--- src/rtl/mem_access_unit.sv ---
// Memory-stage load/store unit: turns M-stage loads and stores into SRAM-style bus requests,
// generates byte strobes / lane-replicated data and extends load results back into the pipeline.
module mem_access_unit #(
  parameter int TIMEOUT = 255
) (
  input  logic        clk,
  input  logic        rst,
  input  logic        memReadM,
  input  logic        memWriteM,
  input  logic [1:0]  mem_opM,
  input  logic        mem_unsignedM,
  input  logic [31:0] ALUOutM,
  input  logic [31:0] writeDataM,
  output logic [31:0] readDataM,
  output logic        stall_memM,
  output logic        addr_errM,
  output logic        timeoutM,
  output logic        data_req,
  output logic        data_wr,
  output logic [31:0] data_addr,
  output logic [3:0]  data_wstrb,
  output logic [31:0] data_wdata,
  input  logic        data_addr_ok,
  input  logic        data_data_ok,
  input  logic [31:0] data_rdata
);

  typedef enum logic [1:0] {S_IDLE, S_REQ, S_WAIT, S_DONE} state_t;

  localparam logic [9:0] CntLast = 10'(TIMEOUT - 1);

  state_t      state, nextState;
  logic [9:0]  cnt;
  logic [31:0] rdataQ;
  logic        timeoutQ;

  logic        isByte, isHalf, isWord, access;
  logic        timeoutHit, capture, abort;
  logic [3:0]  storeStrb;
  logic [31:0] storeData, loadValue;
  logic [7:0]  byteSel;
  logic [15:0] halfSel;

  // Reserved size code 11 behaves as a word access.
  assign isByte    = (mem_opM == 2'b00);
  assign isHalf    = (mem_opM == 2'b01);
  assign isWord    = mem_opM[1];
  assign addr_errM = (isHalf & ALUOutM[0]) | (isWord & (ALUOutM[1:0] != 2'b00));
  assign access    = (memReadM | memWriteM) & ~addr_errM;

  assign data_addr  = {ALUOutM[31:2], 2'b00};
  assign data_wr    = memWriteM;
  assign data_wstrb = memWriteM ? storeStrb : 4'b0000;
  assign data_wdata = storeData;

  always_comb begin
    // NOTE: every combinational output gets a default first so no path leaves it unassigned (no latch).
    storeStrb = 4'b1111;
    storeData = writeDataM;
    if (isByte) begin
      storeStrb = 4'b0001 << ALUOutM[1:0];
      storeData = {4{writeDataM[7:0]}};
    end else if (isHalf) begin
      storeStrb = ALUOutM[1] ? 4'b1100 : 4'b0011;
      storeData = {2{writeDataM[15:0]}};
    end
  end

  assign byteSel = data_rdata[{ALUOutM[1:0], 3'b000} +: 8];
  assign halfSel = data_rdata[{ALUOutM[1], 4'b0000} +: 16];

  always_comb begin
    loadValue = data_rdata;
    if (isByte)      loadValue = {{24{~mem_unsignedM & byteSel[7]}}, byteSel};
    else if (isHalf) loadValue = {{16{~mem_unsignedM & halfSel[15]}}, halfSel};
  end

  assign timeoutHit = (cnt == CntLast);

  always_comb begin
    nextState  = state;
    data_req   = 1'b0;
    stall_memM = 1'b0;
    capture    = 1'b0;
    abort      = 1'b0;
    unique case (state)
      S_IDLE: begin
        data_req   = access;
        stall_memM = access;
        if (access) nextState = data_addr_ok ? S_WAIT : S_REQ;
      end
      S_REQ: begin
        data_req   = 1'b1;
        stall_memM = 1'b1;
        if (timeoutHit) begin
          nextState = S_DONE;
          abort     = 1'b1;
        end else if (data_addr_ok) begin
          nextState = S_WAIT;
        end
      end
      S_WAIT: begin
        stall_memM = 1'b1;
        // A response arriving on the last allowed cycle still completes the access.
        if (data_data_ok) begin
          nextState = S_DONE;
          capture   = 1'b1;
        end else if (timeoutHit) begin
          nextState = S_DONE;
          abort     = 1'b1;
        end
      end
      S_DONE: nextState = S_IDLE;
      default: nextState = S_IDLE;
    endcase
  end

  always_ff @(posedge clk or posedge rst) begin
    if (rst) begin
      state    <= S_IDLE;
      cnt      <= '0;
      rdataQ   <= '0;
      timeoutQ <= 1'b0;
    end else begin
      // NOTE: state registers use non-blocking assignments so every flop samples pre-edge values.
      state <= nextState;
      cnt   <= (state == S_REQ || state == S_WAIT) ? cnt + 10'd1 : 10'd0;
      if (capture)    rdataQ <= memWriteM ? 32'd0 : loadValue;
      else if (abort) rdataQ <= 32'd0;
      if (abort)                 timeoutQ <= 1'b1;
      else if (state == S_DONE)  timeoutQ <= 1'b0;
    end
  end

  assign readDataM = (state == S_DONE) ? rdataQ : 32'd0;
  assign timeoutM  = timeoutQ;

endmodule
--- config.mk ---
export PLATFORM = sky130hd
export DESIGN_NAME = mem_access_unit
export DESIGN_NICKNAME = d
export VERILOG_FILES = /design/src/rtl/mem_access_unit.sv
export SDC_FILE = /design/constraint.sdc
export NUM_CORES = 1
export LEC_CHECK = 0
export ABC_AREA = 1
export CORE_ASPECT_RATIO = 1.1
export CORE_MARGIN = 3
export CORE_UTILIZATION = 39
export CTS_CLUSTER_DIAMETER = 80
export DETAILED_ROUTE_END_ITERATION = 16
export HOLD_SLACK_MARGIN = 0.12
export PLACE_DENSITY = 0.82
export SYNTH_ARGS = -nofsm -noshare
export SYNTH_HDL_FRONTEND = slang
export SYNTH_SLANG_ARGS = --single-unit
--- constraint.sdc ---
create_clock -name clk -period 1.8 [get_ports clk]
set_clock_uncertainty 0.05 [all_clocks]
set_input_delay 0.27 -clock clk [delete_from_list [all_inputs] [get_ports clk]]
set_output_delay 0.27 -clock clk [all_outputs]
set_load 0.02 [all_outputs]
==> impl_metrics.ini <==
[global_routing]
use_met3_pct = 6.90
antenna_found_initial = 3
grt_max_degree = 34
busiest_layer = met2
grt_use_total_pct = 24.5
grt_pass1_vias = 4081
met2_usage_pct = 42.7
grt_pass1_wl_um = 20900
met1_usage_pct = 29.6
overflow = 0

[power]
total_power_w = 0.00504
worst_ir_drop_vdd_v = 0.000461
seqPwrFrac_pct = 30.2
p_leak_nw = 3.02
p_sw_w = 0.00217
switching_share_pct = 43.1
p_int_w = 0.00287
p_per_area_nw_per_um2 = 920
comb_power_share_pct = 58.0
pwr-share-clk_pct = 11.8

[drt]
totalWireLength_um = 14500
ant_nets = 0
drtPass1Iterations = 7
routedWlPerCell_um = 17.4
vias = 4341
vias_per_cell = 5.23
drc = 0
drt_iter0_drc = 350

[outcome]
status = complete, but fails checks
violations = negative setup slack

[yosys]
synth-edff-count = 0
syn_inst = 569
synth-compound-area-share_pct = 13.5
yosys_warnings = 0
synth_xor_area_share_pct = 0.472
synth_area_um2 = 3710
async_flop_share_pct = 100
synth_top_area_cell = dfrtp_1
yosysSeqAreaShare_pct = 30.3
synth_area_leaders = dfrtp_1, nand2_1, buf_4
ys_types = 37
synth_top_area_share_pct = 30.3
synthSimpleGateAreaFrac_pct = 33.2
synthAdderAreaFrac_pct = 2.36
avgSynthCellArea_um2 = 6.53
ys_ff_latch = 45
yosys_most_used_dff = dfrtp_1
synth.area.mux_share_pct = 0
synth_top_family_by_area = simple AND/OR/NAND/NOR gates

[final_layout]
final_nets = 828
syn_to_final_growth_pct = 47.4
n_fill_cell = 840
final_common_cell = nand2_1
seqCellArea_um2 = 1130
multi_input_area_um2 = 1980
finish.utilization_pct = 60.4
final_cells = 830
layout-drive-gt1-share_pct = 23.4
final_cell_mix = nand2_1, clkdlybuf4s50_1, inv_1

[worst_setup_path]
end_kind = flop
critPathBufInv = 5
required_ns = 1.93
cpMostUsedCell = nand2_2
crit_type = flop to flop
cp-startpoint = state[0]
worst_setup_path_start_kind = flop
crit_family = buffers and inverters
cp.arrival_ns = 1.95
cp_slowest_cell = dfrtp_1
r2r-start = state[0]
max_stage_delay_ns = 0.41
crit_path_cell_trace = buf_6 -> inv_4 -> buf_6 -> ha_4 -> nand2_2 -> nand2_2 -> nand2_2 -> inv_2 -> nand4_4 -> clkbuf_16 -> nand3_1 -> o21ai_1
path_max_fanout = 8

[sta]
finalCriticalPeriod_ns = 1.82
worstMarginPinSlew_ns = 0.671
timing.fmax_mhz = 550
maxSlewViolCount = 0
rsz0062_at_grt = true
layout_setup_ws_ns = -0.0176
maxSlewHeadroom_pct = 55.0
hold_viol_final = 0
setup-violations-final = 6
period_share_pct = 101

[clocking]
root_buffer = clkbuf_8
ctsHtreeMaxLevel = 2
cts_buffers = 5
cts_hold_buf = 0
clockBufferDepth = 2
clock-sinks = 45
insertion_delay_ns = 0.30
tritoncts = done
path_clk_slew_ns = 0.08

[floorplan]
die_area_um2 = 10700
coreArea_um2 = 9050
die_x_um = 99.0
rows = 36
initial_core_util_pct = 41.0
dieHeight_um = 108
ioPinCount = 210

[placed_design]
gp_congestion = 0.923
dp_cells = 812
dpl_worst_slack_ns = -0.613
dpl.hpwl_um = 10700
io_buffer_count = 147

[run]
cap_viol_max_count = 0

[hold_path]
hp-class = input pin to asynchronous set/reset pin
==> kinds of logic after synthesis <==
family	count (synthesis)
buf+inv	145
fa+ha+maj	7
simple gates	284
flops	45
compound gates	85
xor+xnor	2
other cells	1
==> power groups by stage <==
| stage | registers (W) | clock network (W) | logic [W] |
|---|---|---|---|
| 3_5_place_dp | 0.00151 | 0 | 0.00257 |
| 6_report | 0.00152 | 0.000593 | 0.00292 |
| 3_3_place_gp | 0.00149 | 0 | 0.00250 |
| 5_1_grt | 0.00155 | 0.000634 | 0.00317 |
| 4_1_cts | 0.00149 | 0.000597 | 0.00251 |
| 2_1_floorplan | 0.00145 | 0 | 0.00150 |
==> Yosys cell counts, drive strengths merged, types with 4 or more instances <==
master  number
ha           7
nand3       64
nand2      159
buf         56
nor3         4
inv         77
o221ai       5
dfrtp       45
clkbuf      11
nand4        4
a22oi        5
o211ai       7
o21ai       42
a21oi       23
nor2        51
==> state kept, by name, indices dropped and copies added (netlist names) <==
| signal | cells |
|---|---|
| timeoutM | 1 |
| cnt | 10 |
| rdataQ | 32 |
| state | 2 |
==> worst paths after layout <==
check | end | slack (ns) | depth (start not counted)
min reg2reg | cnt[0] | 0.46 | 1
max reg2reg | rdataQ[16] | -0.02 | 12
max | rdataQ[16] | -0.02 | 12
max in group asynchronous | timeoutM | 0.94 | 3
min in group clk | cnt[0] | 0.46 | 1
min | rdataQ[8] | 0.25 | 2
==> metal layers <==
metal / wire, µm / up-vias
li1: - / 2050
met3: 1370 / 47
met5: 26 / -
met4: 413 / 4
met2: 7180 / 220
met1: 5490 / 2020
==> per-stage QoR <==
stage	area, µm²	TNS, ns	hold WS [ns]
after floorplan	3720	0	0.396
after global placement	5340	-20.56	0.427
after CTS	5390	-0.0275	0.264
final	5470	-0.0574	0.246
after global routing	5470	-2.52	0.297
after detailed placement	5340	-22.68	0.441
==> worst register-to-register path, stage by stage (launching register included) <==
cell and delay (ns):
dfrtp_1 0.41, buf_6 0.13, inv_4 0.06, buf_6 0.10, ha_4 0.14, nand2_2 0.06
nand2_2 0.06, nand2_2 0.06, inv_2 0.06, nand4_4 0.18, clkbuf_16 0.25, nand3_1 0.07
o21ai_1 0.07
==> timing repair <==
action,CTS,global route
cloned,0,6
setup buffers,1,4
pin swaps,2,5
resized for setup,187,102
endpoints found under the setup margin,70,80
==> layout make-up <==
| type | count | share of cell area, % |
|---|---|---|
| multi-input cells | 380 | 36.2 |
| repair buffers | 206 | 33.8 |
| flip-flops and latches | 45 | 20.6 |
| inverters | 78 | 5.40 |
| well taps | 114 | 2.61 |
| clock buffers | 5 | 1.26 |
| clock inverters | 1 | 0.0914 |
| diodes | 1 | 0.0457 |
Power figures use the tool's default switching activity.
